[src/rtl/mul_hilo_if.sv]
`default_nettype none
// ============================================================================
// Module   : mul_hilo_if
// Purpose  : Operand/function-code bus and HI/LO readout of the multiplier.
// Revision : 1.0  initial release
// ============================================================================
interface mul_hilo_if #(
  parameter int WIDTH = 32
);
  logic [WIDTH-1:0] dataA;
  logic [WIDTH-1:0] dataB;
  logic [5:0]       Signal;
  logic [WIDTH-1:0] dataOut;
  logic             busy;
  logic             done;

  modport master (
    output dataA, dataB, Signal,
    input  dataOut, busy, done
  );

  modport slave (
    input  dataA, dataB, Signal,
    output dataOut, busy, done
  );
endinterface
`default_nettype wire

[src/rtl/mul_hilo.sv]
`default_nettype none
// ============================================================================
// Module   : mul_hilo
// Purpose  : Shift-add multiplier writing a 2*WIDTH product to HI/LO; MFHI/MFLO
//            read them back. Optional macro MUL_SIGNED_EN adds signed MULT.
// Revision : 1.0  initial release
// ============================================================================
module mul_hilo #(
  parameter int WIDTH = 32
) (
  input  wire logic  clk,
  input  wire logic  reset,
  mul_hilo_if.slave  bus
);

  localparam int         CW       = $clog2(WIDTH) + 1;
  localparam logic [5:0] OP_MULTU = 6'b011001;
  localparam logic [5:0] OP_MFHI  = 6'b010000;
  localparam logic [5:0] OP_MFLO  = 6'b010010;

  localparam logic [1:0] S_IDLE = 2'd0;
  localparam logic [1:0] S_CALC = 2'd1;
  localparam logic [1:0] S_DONE = 2'd2;

  logic [1:0]         state;
  logic [1:0]         state_nxt;
  logic               start;
  logic               last;
  logic [WIDTH-1:0]   op_a;
  logic [WIDTH-1:0]   op_b;
  logic [WIDTH-1:0]   mcand;
  logic [2*WIDTH-1:0] prod;
  logic [2*WIDTH-1:0] prod_nxt;
  logic [2*WIDTH-1:0] result;
  logic [WIDTH:0]     sum;
  logic [CW-1:0]      cnt;
  logic [WIDTH-1:0]   hi;
  logic [WIDTH-1:0]   lo;
  logic [WIDTH-1:0]   data_out;

`ifdef MUL_SIGNED_EN
  localparam logic [5:0] OP_MULT = 6'b011000;

  logic is_mult;
  logic neg_start;
  logic neg;

  // Signed operands run through the unsigned core as magnitudes.
  assign is_mult   = (bus.Signal == OP_MULT);
  assign start     = (state == S_IDLE) && ((bus.Signal == OP_MULTU) || is_mult);
  assign op_a      = (is_mult && bus.dataA[WIDTH-1]) ? -bus.dataA : bus.dataA;
  assign op_b      = (is_mult && bus.dataB[WIDTH-1]) ? -bus.dataB : bus.dataB;
  assign neg_start = is_mult && (bus.dataA[WIDTH-1] ^ bus.dataB[WIDTH-1]);
  assign result    = neg ? -prod_nxt : prod_nxt;

  always_ff @(posedge clk or negedge reset) begin
    if (!reset) begin
      neg <= 1'b0;
    end else if (start) begin
      neg <= neg_start;
    end
  end
`else
  assign start  = (state == S_IDLE) && (bus.Signal == OP_MULTU);
  assign op_a   = bus.dataA;
  assign op_b   = bus.dataB;
  assign result = prod_nxt;
`endif

  assign last = (cnt == CW'(WIDTH - 1));

  // One shift-add step: the carry of the upper add becomes the new MSB.
  always_comb begin
    sum      = {1'b0, prod[2*WIDTH-1:WIDTH]} + (prod[0] ? {1'b0, mcand} : '0);
    prod_nxt = {sum, prod[WIDTH-1:1]};
  end

  always_ff @(posedge clk or negedge reset) begin
    if (!reset) begin
      state <= S_IDLE;
    end else begin
      state <= state_nxt;
    end
  end

  always_comb begin
    state_nxt = state;
    case (state)
      S_IDLE:  if (start) state_nxt = S_CALC;
      S_CALC:  if (last)  state_nxt = S_DONE;
      S_DONE:  state_nxt = S_IDLE;
      default: state_nxt = S_IDLE;
    endcase
  end

  always_comb begin
    bus.busy = (state == S_CALC);
    bus.done = (state == S_DONE);
  end

  always_ff @(posedge clk or negedge reset) begin
    if (!reset) begin
      mcand    <= '0;
      prod     <= '0;
      cnt      <= '0;
      hi       <= '0;
      lo       <= '0;
      data_out <= '0;
    end else begin
      if (start) begin
        mcand <= op_a;
        prod  <= {{WIDTH{1'b0}}, op_b};
        cnt   <= '0;
      end else if (state == S_CALC) begin
        prod <= prod_nxt;
        cnt  <= cnt + CW'(1);
        if (last) begin
          hi <= result[2*WIDTH-1:WIDTH];
          lo <= result[WIDTH-1:0];
        end
      end
      // Reads see the pre-edge HI/LO, even on the write edge.
      case (bus.Signal)
        OP_MFHI: data_out <= hi;
        OP_MFLO: data_out <= lo;
        default: data_out <= data_out;
      endcase
    end
  end

  assign bus.dataOut = data_out;

endmodule
`default_nettype wire

[src/flat_wrapper.sv]
// flat-port wrapper written by rule: the top's interface ports become plain ports
module mul_hilo_flat 
#(
  parameter int WIDTH = 32
)
  (clk, reset, bus_dataA, bus_dataB, bus_Signal, bus_dataOut, bus_busy, bus_done);
  mul_hilo_if #(.WIDTH(WIDTH)) bus_i ();
  input  wire logic clk;
  input  wire logic reset;
  input wire logic [$bits(bus_i.dataA)-1:0] bus_dataA;
  input wire logic [$bits(bus_i.dataB)-1:0] bus_dataB;
  input wire logic [$bits(bus_i.Signal)-1:0] bus_Signal;
  output wire logic [$bits(bus_i.dataOut)-1:0] bus_dataOut;
  output wire logic [$bits(bus_i.busy)-1:0] bus_busy;
  output wire logic [$bits(bus_i.done)-1:0] bus_done;
  assign bus_i.dataA = bus_dataA;
  assign bus_i.dataB = bus_dataB;
  assign bus_i.Signal = bus_Signal;
  assign bus_dataOut = bus_i.dataOut;
  assign bus_busy = bus_i.busy;
  assign bus_done = bus_i.done;
  mul_hilo #(.WIDTH(WIDTH)) u_core (.clk(clk), .reset(reset), .bus(bus_i));
endmodule
[config.mk]
export PLATFORM = sky130hd
export DESIGN_NAME = mul_hilo_flat
export DESIGN_NICKNAME = d
export VERILOG_FILES = /design/src/rtl/mul_hilo_if.sv /design/src/rtl/mul_hilo.sv /design/src/flat_wrapper.sv
export SDC_FILE = /design/constraint.sdc
export NUM_CORES = 1
export LEC_CHECK = 0
export BUFFER_PORTS_ARGS = -buffer_cell sky130_fd_sc_hd__buf_2
export CAP_MARGIN = 20
export CORE_MARGIN = 4
export CORE_UTILIZATION = 53
export CTS_CLUSTER_DIAMETER = 100
export DETAILED_ROUTE_END_ITERATION = 8
export GPL_ROUTABILITY_DRIVEN = 0
export GPL_TIMING_DRIVEN = 0
export PLACE_DENSITY = 0.76
export SYNTH_ARGS = -nofsm -noshare
export SYNTH_HDL_FRONTEND = slang
export SYNTH_SLANG_ARGS = --single-unit
[constraint.sdc]
create_clock -name clk -period 2.55 [get_ports clk]
set_input_delay 0.3825 -clock clk [delete_from_list [all_inputs] [get_ports clk]]
set_output_delay 0.3825 -clock clk [all_outputs]
set_load 0.02 [all_outputs]
==> summary.md, run 1 <==
| Metric | Value |
|---|---|
| CP startpoint | `u_core.prod[0]$_DFFE_PN0P_` |
| WL/cell | `roughly 20 µm` |
| Synth top area share | `50.1%` |
| DR DRC count | `0` |
| DR iter-0 viols | `between 1000 and 1500` |
| Final Skew | `0.00794 ns` |
| Fin. Hold Viols | `0` |
| Dpl cell area | `approximately 0.011 mm²` |
| Num CTS Buffers | `17` |
| Cell variety after synth | `51` |
| Avg Inst Size Synth | `between 8 and 9 µm²` |
| R2R Path Start | `u_core.prod[0]$_DFFE_PN0P_` |
| Slew headroom | `49.2%` |
| CTS tree | `yes` |
| Synth Flop Type | `dfrtp_1` |
| Yosys warns | `0` |
| Sw Share | `34.2%` |
| DP Cell Count | `roughly 1500` |
| Detailed Place HPWL | `approximately 19000 µm` |
| Total power | `between 8000 and 9000 µW` |
| Vias in the first global route | `approximately 8700` |
| Reg2reg setup slack | `-0.51 ns` |
| Sequential-to-total area share from yosys stat | `roughly 50%` |
| Seq cells post-synth | `200` |
| Commonest non-fill, non-tap cell in the layout | `nand2_1` |
| Setup violations, final | `50` |
| Mapped cell area | `0.00999 mm²` |
| Clock Latency Late Sink | `about 0.45 ns` |
| Io pins | `~110` |
| DIE HEIGHT | `around 150 µm` |
| Final Cycle Share | `120%` |
| Sink Count | `200` |
| First-pass GRT wire length | `approximately 45000 µm` |
| Crit path DAT | `3.37 ns` |
| Clk buf depth | `2` |
| RSZ-0062 raised after global routing | `yes` |
| Final slew viol count | `0` |
| GR Util All Layers | `approximately a quarter` |
| Hold Crit Class | `in -> reg` |
| Antenna viol nets, final | `0` |
| Post-Syn Instances | `roughly 1100` |
| Layout net count | `between 1000 and 1500` |
| Worst setup path end | `u_core.prod[62]$_DFFE_PN0P_` |
| Max VDD drop | `between 0.4 and 0.5 mV` |
| Depth of the worst register-to-register path | `11` |
| Number of synthesized flops with an enable pin | `0` |
| Die width | `between 100 and 150 µm` |
| Die area | `between 0.02 and 0.025 mm²` |
| Req. time, crit path | `approximately 2.9 ns` |
| Worst setup margin | `-0.512 ns` |
| Critical path class | `reg -> reg` |
| Fraction of layout cells with a size suffix above 1 | `between 20% and 30%` |
| Leak | `about 0.006 µW` |
| Final wirelength | `about 30000 µm` |
| Async set or reset register ratio after synthesis | `100%` |
| Failing checks | `negative setup slack` |
| Critical Path Sink Type | `flip-flop` |
| Outcome | `finished, violations left` |
| Net Switching | `between 3000 and 4000 µW` |
| Crit start category | `flip-flop` |
| P per Cell Area | `around 700 mW/mm²` |
| Reg2reg end | `u_core.prod[62]$_DFFE_PN0P_` |
| Buffers on Ports | `roughly 100` |
| Synthesis-to-layout area growth | `25.7%` |
| Register share of total power | `about 45%` |
| Measured slew at the worst slew-check pin | `approximately 0.76 ns` |
| Most frequent cells in the layout | `nand2_1 (360), dfrtp_1 (199), buf_2 (109)` |
| Area leader, netlist | `dfrtp_1` |
| CP Max Fanout | `5` |
| Largest net degree at the start of global routing | `119` |
| H-tree Lvls | `4` |
| Row count | `approximately 50` |
| Max-cap check violation count | `0` |
| Non-filler instance count after layout | `around 1500` |
| Initial DRT Pass Iterations | `6` |
| Starting Density | `54.7%` |
| Mapped Nets | `1229` |
| # diodes | `0` |
| Number of vias per cell | `approximately 6.0` |
| Vias after detailed routing | `9136` |
| Sum Neg Setup Slack | `-11.96 ns` |
| Cell Int Power | `5900 µW` |
| Clock power frac | `between 30% and 40%` |
| Area contributors post-synth | `dfrtp_1 (50%), nand2_1 (14%), o21ai_0 (4.9%)` |
| Initial antenna violation count | `0` |
| Reg clk slew, reported paths | `0.07 ns` |
| Final min period | `slightly above 3 ns` |
| CTS Root Cell | `clkbuf_16` |
| Comb power frac | `between 20% and 30%` |
| Max Freq | `between 300 and 400 MHz` |
| Design area | `0.0126 mm²` |
| Gr ovfl total | `0` |
| Core area | `0.0183 mm²` |
==> final cells by class <==
class / count / area, µm²
multi-input combinational: 843 / 5490
clock buffer: 17 / 425
clock inverter: 15 / 168
buffer: 59 / 278
tap: 229 / 287
fill: 1362 / 5700
timing repair buffer: 145 / 895
inverter: 5 / 18.8
sequential: 200 / 5010
==> power groups by stage <==
stage	sequential (µW)	combinational, µW	clock (µW)
5_1_grt	4030	2410	2900
4_1_cts	3950	1940	2740
3_5_place_dp	3990	1680	0
3_3_place_gp	3990	1620	0
6_report	3990	2230	2750
2_1_floorplan	3960	1080	0
==> routing by layer <==
metal / track usage, % / routed length (µm) / vias up
met3: 5.96 / 2500 / 105
met5: 0 / 0 / -
li1: - / - / 4112
met1: 36.5 / 12400 / 4424
met2: 41.1 / 14200 / 495
met4: 7.88 / 869 / 0
==> flip-flops by register name, summed over array words and instances, names as in the netlist <==
register	cells
u_core.prod	64
u_core.lo	32
u_core.bus.dataOut	32
u_core.mcand	32
u_core.hi	32
u_core.state	2
u_core.cnt	6
==> synthesized netlist by cell type (all sizes together), types with 5 or more instances <==
cell type and number:
a211oi 5, a21o 16, a21oi 41, a22oi 32, and2 34, buf 17
clkbuf 58, dfrtp 200, ha 33, inv 5, mux2i 35, nand2 364
nand3 42, nand4 12, nor2 31, o21ai 115, xnor2 12, xor2 14
==> critical path: stages, from the launching register on <==
cell and delay, ns:
dfrtp_2 0.52, buf_6 0.18, and2_1 0.18, ha_4 0.34, nand4_1 0.19, o22ai_2 0.33
o21ai_4 0.13, a2111oi_4 0.49, buf_4 0.22, o21ai_4 0.06, xor2_2 0.20, o21ai_1 0.09
==> per-stage QoR <==
stage          util, %  setup slack, ns  hold WS [ns]
3_3_place_gp      59.2            -2.14         0.450
2_1_floorplan        -        -0.000591        0.0869
6_report          68.8           -0.512         0.122
4_1_cts           66.0           -0.303         0.117
5_1_grt           68.8           -0.576         0.118
3_5_place_dp      59.4           -0.740         0.405
==> kinds of logic after synthesis <==
kind of cell,Yosys count,share of synthesized area [%]
and+or+nand+nor,508,21.6
DFF,200,50.1
buffers and inverters,80,3.14
AOI/OAI and AO/OA,240,15.1
muxes,35,3.51
xor gates and xnor gates,26,2.28
adders and majority gates,34,4.33
==> how the worst min path moves through the flow <==
stage          slack (ns)                                end  cells after the start                        start
2_1_floorplan        0.09  u_core.bus.dataOut[0]$_DFFE_PN0P_                      0                        reset
3_3_place_gp         0.45        u_core.mcand[0]$_DFFE_PN0P_                      2  u_core.mcand[0]$_DFFE_PN0P_
3_5_place_dp         0.41         u_core.prod[9]$_DFFE_PN0P_                      1                        reset
4_1_cts              0.12       u_core.mcand[23]$_DFFE_PN0P_                      3                bus_dataA[23]
5_1_grt              0.12       u_core.mcand[21]$_DFFE_PN0P_                      3                bus_dataA[21]
6_report             0.12       u_core.mcand[14]$_DFFE_PN0P_                      3                bus_dataA[14]
==> what timing repair did <==
item,in CTS,in global routing
cloned,1,0
endpoints found under the hold margin,82,0
setup endpoints to repair,85,121
buffers inserted,24,16
pin swaps,41,43
hold buffers,1,0
gates resized for setup,105,101
Power figures use the tool's default switching activity.
==> run 2, diff against run 1 <==
--- a/config.mk
+++ b/config.mk
@@ -6,5 +6,5 @@
 export NUM_CORES = 1
 export LEC_CHECK = 0
-export BUFFER_PORTS_ARGS = -buffer_cell sky130_fd_sc_hd__buf_2
+export BUFFER_PORTS_ARGS = -buffer_cell sky130_fd_sc_hd__buf_4
 export CAP_MARGIN = 20
 export CORE_MARGIN = 4
==> constraint.sdc (replaced) <==
create_clock -name clk -period 2.55 [get_ports clk]
set_input_delay 0.51 -clock clk [delete_from_list [all_inputs] [get_ports clk]]
set_output_delay 0.51 -clock clk [all_outputs]
set_load 0.02 [all_outputs]
==> run 2 against run 1 <==
The flow still finishes with violations (negative setup slack); largest power group unchanged; total power decreased by 3.8%; via count down 4.4%; final cell count shrank 0.79%; largest cell class unchanged; hold slack improved by 0.13 ns.
==> summary.md, run 2 (synthesis results as in run 1) <==
| Metric | Value |
|---|---|
| DR DRC count | `0` |
| Row count | `~50` |
| Critical path class | `reg -> reg` |
| Num CTS Buffers | `17` |
| Dpl cell area | `around 0.011 mm²` |
| CP Buf/Inv Count | `3` |
| RSZ-0062 raised after global routing | `yes` |
| Layout net count | `around 1400` |
| Clock Latency Late Sink | `0.44 ns` |
| Hold_sp | `bus_dataA[12]` |
| CTS Root Cell | `clkbuf_16` |
| Outcome | `finished, violations left` |
| Sum Neg Setup Slack | `-13.07 ns` |
| Io pins | `between 100 and 150` |
| Slowest stage delay, CP | `approximately 0.53 ns` |
| R2R Path Start | `u_core.prod[0]$_DFFE_PN0P_` |
| Clk buf depth | `2` |
| Critical Path Sink Type | `flip-flop` |
| Reg2reg end | `u_core.prod[62]$_DFFE_PN0P_` |
| Most used cell, CP | `a2111oi_4` |
| Commonest non-fill, non-tap cell in the layout | `nand2_1` |
| # diodes | `0` |
| Req. time, crit path | `~2.9 ns` |
| Final Skew | `approximately 0.014 ns` |
| Post-layout util | `68.0%` |
| Most flops, register | `u_core.prod` |
| GR Util All Layers | `between 20% and 30%` |
| Hold slack | `about 0.25 ns` |
| Depth of the worst register-to-register path | `12` |
| Vias in the first global route | `~8500` |
| Fraction of layout cells with a size suffix above 1 | `between 20% and 30%` |
| Hold Crit Class | `in -> reg` |
| P per Cell Area | `694 mW/mm²` |
| Final min period | `between 2 and 3 ns` |
| CP Max Fanout | `6` |
| Number of vias per cell | `5.82` |
| Failing checks | `negative setup slack` |
| DIE HEIGHT | `145 µm` |
| Sink Count | `200` |
| Crit path DAT | `between 3 and 4 ns` |
| Initial DRT Pass Iterations | `6` |
| First-pass GRT wire length | `roughly 44000 µm` |
| Max reg flops | `64` |
| Measured slew at the worst slew-check pin | `0.914 ns` |
| Reg2reg setup slack | `-0.41 ns` |
| Initial antenna violation count | `0` |
| Final slew viol count | `0` |
| Slew headroom | `38.5%` |
| Largest net degree at the start of global routing | `73` |
| Detailed Place HPWL | `around 19000 µm` |
| Place WS | `-0.737 ns` |
| Fin. Hold Viols | `0` |
| Setup violations, final | `between 50 and 60` |
| Crit-path cells | `buf_8, and2_4, ha_4, buf_6, a21oi_4, o211ai_4, a2111oi_4, a2111oi_4, buf_4, o21ai_4, xor2_2, o21ai_1` |
| Most frequent cells in the layout | `nand2_1 (362), dfrtp_1 (199), buf_4 (122)` |
| Leak | `0.00594 µW` |
| Final Cycle Share | `116%` |
| Die width | `about 150 µm` |
| Antenna viol nets, final | `0` |
| Max Freq | `337 MHz` |
| WL/cell | `approximately 18 µm` |
| CTS tree | `yes` |
| Starting Density | `a little over half` |
| Worst Hold End | `u_core.mcand[12]$_DFFE_PN0P_` |
| DR iter-0 viols | `slightly above 900` |
| Max-cap check violation count | `0` |
| Gr ovfl total | `0` |
| Reg clk slew, reported paths | `0.07 ns` |
| Die area | `0.0211 mm²` |
| H-tree Lvls | `4` |
| Crit-path slowest cell | `a2111oi_4` |
| Hold depth | `3` |
| Final wirelength | `27600 µm` |
| Worst setup margin | `-0.414 ns` |
| Synthesis-to-layout area growth | `24.3%` |
| Crit-path leading delay family | `compound AO/OA/AOI/OAI gates` |
| Crit start category | `flip-flop` |
| Max VDD drop | `approximately 0.51 mV` |
| Vias after detailed routing | `8731` |
| Design area | `0.0124 mm²` |
| Core area | `0.0183 mm²` |
| Buffers on Ports | `104` |
[run 2: final cells by class]
cell class,instances,area (µm²)
fill,1404,5850
multi-input combinational,843,5250
inverter,5,18.8
clock buffer,19,433
tap,229,287
clock inverter,13,97.6
sequential,200,5010
timing repair buffer,131,1040
buffer,61,288
[run 2: worst min-delay path, delay by kind of cell]
family | cells | cell delay, ns
buffers and inverters | 1 | 0.08
AND/OR/NAND/NOR | 2 | 0.08
[run 2: how the worst max path moves through the flow]
stage / from / end / slack (ns) / cells after the start
finish: u_core.prod[0]$_DFFE_PN0P_ / u_core.prod[62]$_DFFE_PN0P_ / -0.41 / 12
global route: u_core.prod[0]$_DFFE_PN0P_ / u_core.hi[30]$_DFFE_PN0P_ / -0.47 / 12
CTS: u_core.prod[0]$_DFFE_PN0P_ / u_core.hi[25]$_DFFE_PN0P_ / -0.31 / 11
detailed placement: u_core.prod[0]$_DFFE_PN0P_ / u_core.prod[57]$_DFFE_PN0P_ / -0.74 / 11
global placement: u_core.prod[0]$_DFFE_PN0P_ / u_core.prod[57]$_DFFE_PN0P_ / -0.72 / 11
floorplan: u_core.prod[0]$_DFFE_PN0P_ / u_core.hi[25]$_DFFE_PN0P_ / -0.0006 / 11
[run 2: through the flow]
stage                     total power [µW]  instances
after floorplan                       5040       1123
after global placement                5670       1456
after detailed placement              5740       1458
after CTS                             8440       1496
after global routing                  9020       1501
final                                 8620       1501
[run 2: power by group]
part,internal (µW),total (µW),switching [µW],leakage (µW)
Clock,1260,2510,1250,0.000256
Combinational,888,2140,1250,0.00315
Sequential,3610,3970,364,0.00253
[run 2: routing by layer]
layer  vias up  track usage (%)  share of wire (%)
met1      4169             35.0                 44
met3        86             5.46                7.1
li1       4082                -                  -
met2       394             40.3                 46
met5         -                0                  0
met4         0             7.74                3.1
[run 2: what timing repair did]
| action | 4_1_cts | 5_1_grt |
|---|---|---|
| resized for setup | 99 | 51 |
| hold buffers | 1 | 0 |
| buffers inserted | 14 | 9 |
| gates cloned | 1 | 1 |
| endpoints found under the setup margin | 77 | 56 |
| pin swaps | 37 | 31 |
| hold endpoints to repair | 2 | 0 |
==> run 3, diff against run 2 <==
PLACE_DENSITY = 0.82   (was 0.76)
==> run 3 against run 2 <==
The flow still finishes with violations (negative setup slack); fmax down 6.6%; register-to-register slack lost 0.21 ns; first-iteration DRC count increased by 54%; utilization is 3.4 points higher; sequential share of layout area fell by 1.9 points; clock power rose by 7%; global-route usage up 1.8 points; largest cell class unchanged.
==> summary.md, run 3 (synthesis results as in run 1) <==
| Metric | Value |
|---|---|
| Outcome | `finished, violations left` |
| Failing checks | `negative setup slack` |
| Reg2reg setup slack | `-0.62 ns` |
| Clock power frac | `roughly 29%` |
| Final slew viol count | `0` |
| Crit start category | `flip-flop` |
| Vias in the first global route | `9084` |
| Most flops, register | `u_core.prod` |
| Gr ovfl total | `0` |
| Antenna viol nets, final | `0` |
| Dpl cell area | `0.0111 mm²` |
| Clk buf depth | `2` |
| Hold slack | `0.122 ns` |
| Buffers on Ports | `104` |
| First-pass GRT wire length | `46400 µm` |
| # diodes | `0` |
| Max-cap check violation count | `0` |
| Sw Share | `34.3%` |
| RSZ-0062 raised after global routing | `yes` |
| DP Cell Count | `roughly 1500` |
| Register share of total power | `43.0%` |
| Hold Crit Class | `in -> async` |
| Crit path DAT | `approximately 3.6 ns` |
| CP Max Fanout | `5` |
| Starting Density | `a little over half` |
| Crit-path leading delay family | `simple AND/OR/NAND/NOR gates` |
| Comb power frac | `between 20% and 30%` |
| Crit-path cells | `buf_12, buf_6, and2_4, ha_4, nand4_1, nor3_2, o21ai_2, buf_4, a2111oi_4, buf_4, nor3b_4, o21ai_1, nand3_1` |
| Most frequent cells in the layout | `nand2_1 (360), dfrtp_1 (199), buf_4 (146)` |
| Non-filler instance count after layout | `around 1500` |
| Critical Path Sink Type | `flip-flop` |
| Worst setup margin | `-0.625 ns` |
| Crit-path slowest cell | `dfrtp_2` |
| Setup violations, final | `54` |
| DR iter-0 viols | `1408` |
| Final wirelength | `between 30000 and 40000 µm` |
| Row count | `49` |
| CTS tree | `yes` |
| Detailed Place HPWL | `between 15000 and 20000 µm` |
| Num CTS Buffers | `17` |
| Max VDD drop | `about 0.48 mV` |
| Initial DRT Pass Iterations | `7` |
| WL/cell | `about 22 µm` |
| P per Cell Area | `around 710 mW/mm²` |
| GR Util All Layers | `27.0%` |
| DIE HEIGHT | `~150 µm` |
| Reg clk slew, reported paths | `around 0.07 ns` |
| Most used cell, CP | `buf_4` |
| Number of vias per cell | `about 6.4` |
| R2R Path Start | `u_core.prod[0]$_DFFE_PN0P_` |
| Leak | `just over 0.006 µW` |
| H-tree Lvls | `4` |
| Commonest non-fill, non-tap cell in the layout | `nand2_1` |
| Layout net count | `roughly 1400` |
| Largest net degree at the start of global routing | `114` |
| DR DRC count | `0` |
| Max reg flops | `64` |
| Number of fill cells | `between 1000 and 1500` |
| Req. time, crit path | `2.93 ns` |
| Slowest stage delay, CP | `approximately 0.45 ns` |
| Die width | `about 150 µm` |
| Net Switching | `around 3200 µW` |
| CP Buf/Inv Count | `4` |
| Die area | `roughly 0.021 mm²` |
| Io pins | `around 110` |
| Clock Latency Late Sink | `0.45 ns` |
| Sink Count | `200` |
| Final min period | `3.17 ns` |
| Fin. Hold Viols | `0` |
| Synthesis-to-layout area growth | `30.5%` |
| Slew headroom | `between 30% and 40%` |
| Reg2reg end | `u_core.prod[58]$_DFFE_PN0P_` |
| Sum Neg Setup Slack | `-19.29 ns` |
| Final Cycle Share | `124%` |
| Vias after detailed routing | `around 9700` |
| CTS Root Cell | `clkbuf_16` |
| Final Skew | `0.00802 ns` |
| Hold_buf cts | `0` |
| Fraction of layout cells with a size suffix above 1 | `roughly a quarter` |
| Design area | `about 0.013 mm²` |
| Critical path class | `reg -> reg` |
| Initial antenna violation count | `0` |
| Depth of the worst register-to-register path | `13` |
| Measured slew at the worst slew-check pin | `about 0.92 ns` |
| Max Freq | `between 300 and 400 MHz` |
| Core area | `0.0183 mm²` |
| Cell Int Power | `6110 µW` |
## run 3: what timing repair did
item	CTS	global route
buffers inserted	28	30
endpoints found under the setup margin	77	72
gates cloned	1	1
pin swaps	42	38
resized for setup	139	89
endpoints found under the hold margin	0	0
## run 3: layout make-up
class,instances,area [µm²],share of cell area (%)
plain buffers,60,269,2.06
clock buffers,21,450,3.45
clock inverters,11,114,0.873
inverters,5,18.8,0.144
multi-input cells,843,5560,42.6
flip-flops and latches,200,5010,38.4
well taps,229,287,2.20
repair buffers,164,1340,10.3
## run 3: through the flow
step / setup slack [ns] / power, µW / utilization [%]
finish: -0.625 / 9290 / 71.4
global route: -0.635 / 9590 / 71.4
CTS: -0.296 / 8700 / 68.2
detailed placement: -0.698 / 5750 / 60.8
global placement: -0.652 / 5660 / 60.6
floorplan: -0.000591 / 5040 / -
## run 3: how the worst max path moves through the flow
stage                               start  slack, ns  cells after the start                     endpoint
2_1_floorplan  u_core.prod[0]$_DFFE_PN0P_    -0.0006                     11    u_core.hi[25]$_DFFE_PN0P_
3_3_place_gp   u_core.prod[0]$_DFFE_PN0P_      -0.65                     11    u_core.hi[27]$_DFFE_PN0P_
3_5_place_dp   u_core.prod[0]$_DFFE_PN0P_      -0.70                     11  u_core.prod[57]$_DFFE_PN0P_
4_1_cts        u_core.prod[0]$_DFFE_PN0P_      -0.30                     11  u_core.prod[57]$_DFFE_PN0P_
5_1_grt        u_core.prod[0]$_DFFE_PN0P_      -0.63                     13  u_core.prod[58]$_DFFE_PN0P_
6_report       u_core.prod[0]$_DFFE_PN0P_      -0.62                     13  u_core.prod[58]$_DFFE_PN0P_
## run 3: per-layer routing
metal  up-vias  share of wire, %  track usage [%]
met2       765                45             44.0
met5         -                 0                0
met1      4600                37             34.5
li1       4151                 -                -
met4         0               6.6             11.5
met3       229                11             6.95
## run 3: power groups by stage
| stage | Sequential (µW) | Combinational, µW | Clock (µW) |
|---|---|---|---|
| 5_1_grt | 4040 | 2750 | 2810 |
| 2_1_floorplan | 3960 | 1080 | 0 |
| 4_1_cts | 3980 | 2090 | 2640 |
| 3_5_place_dp | 4000 | 1750 | 0 |
| 3_3_place_gp | 3990 | 1670 | 0 |
| 6_report | 4000 | 2620 | 2680 |
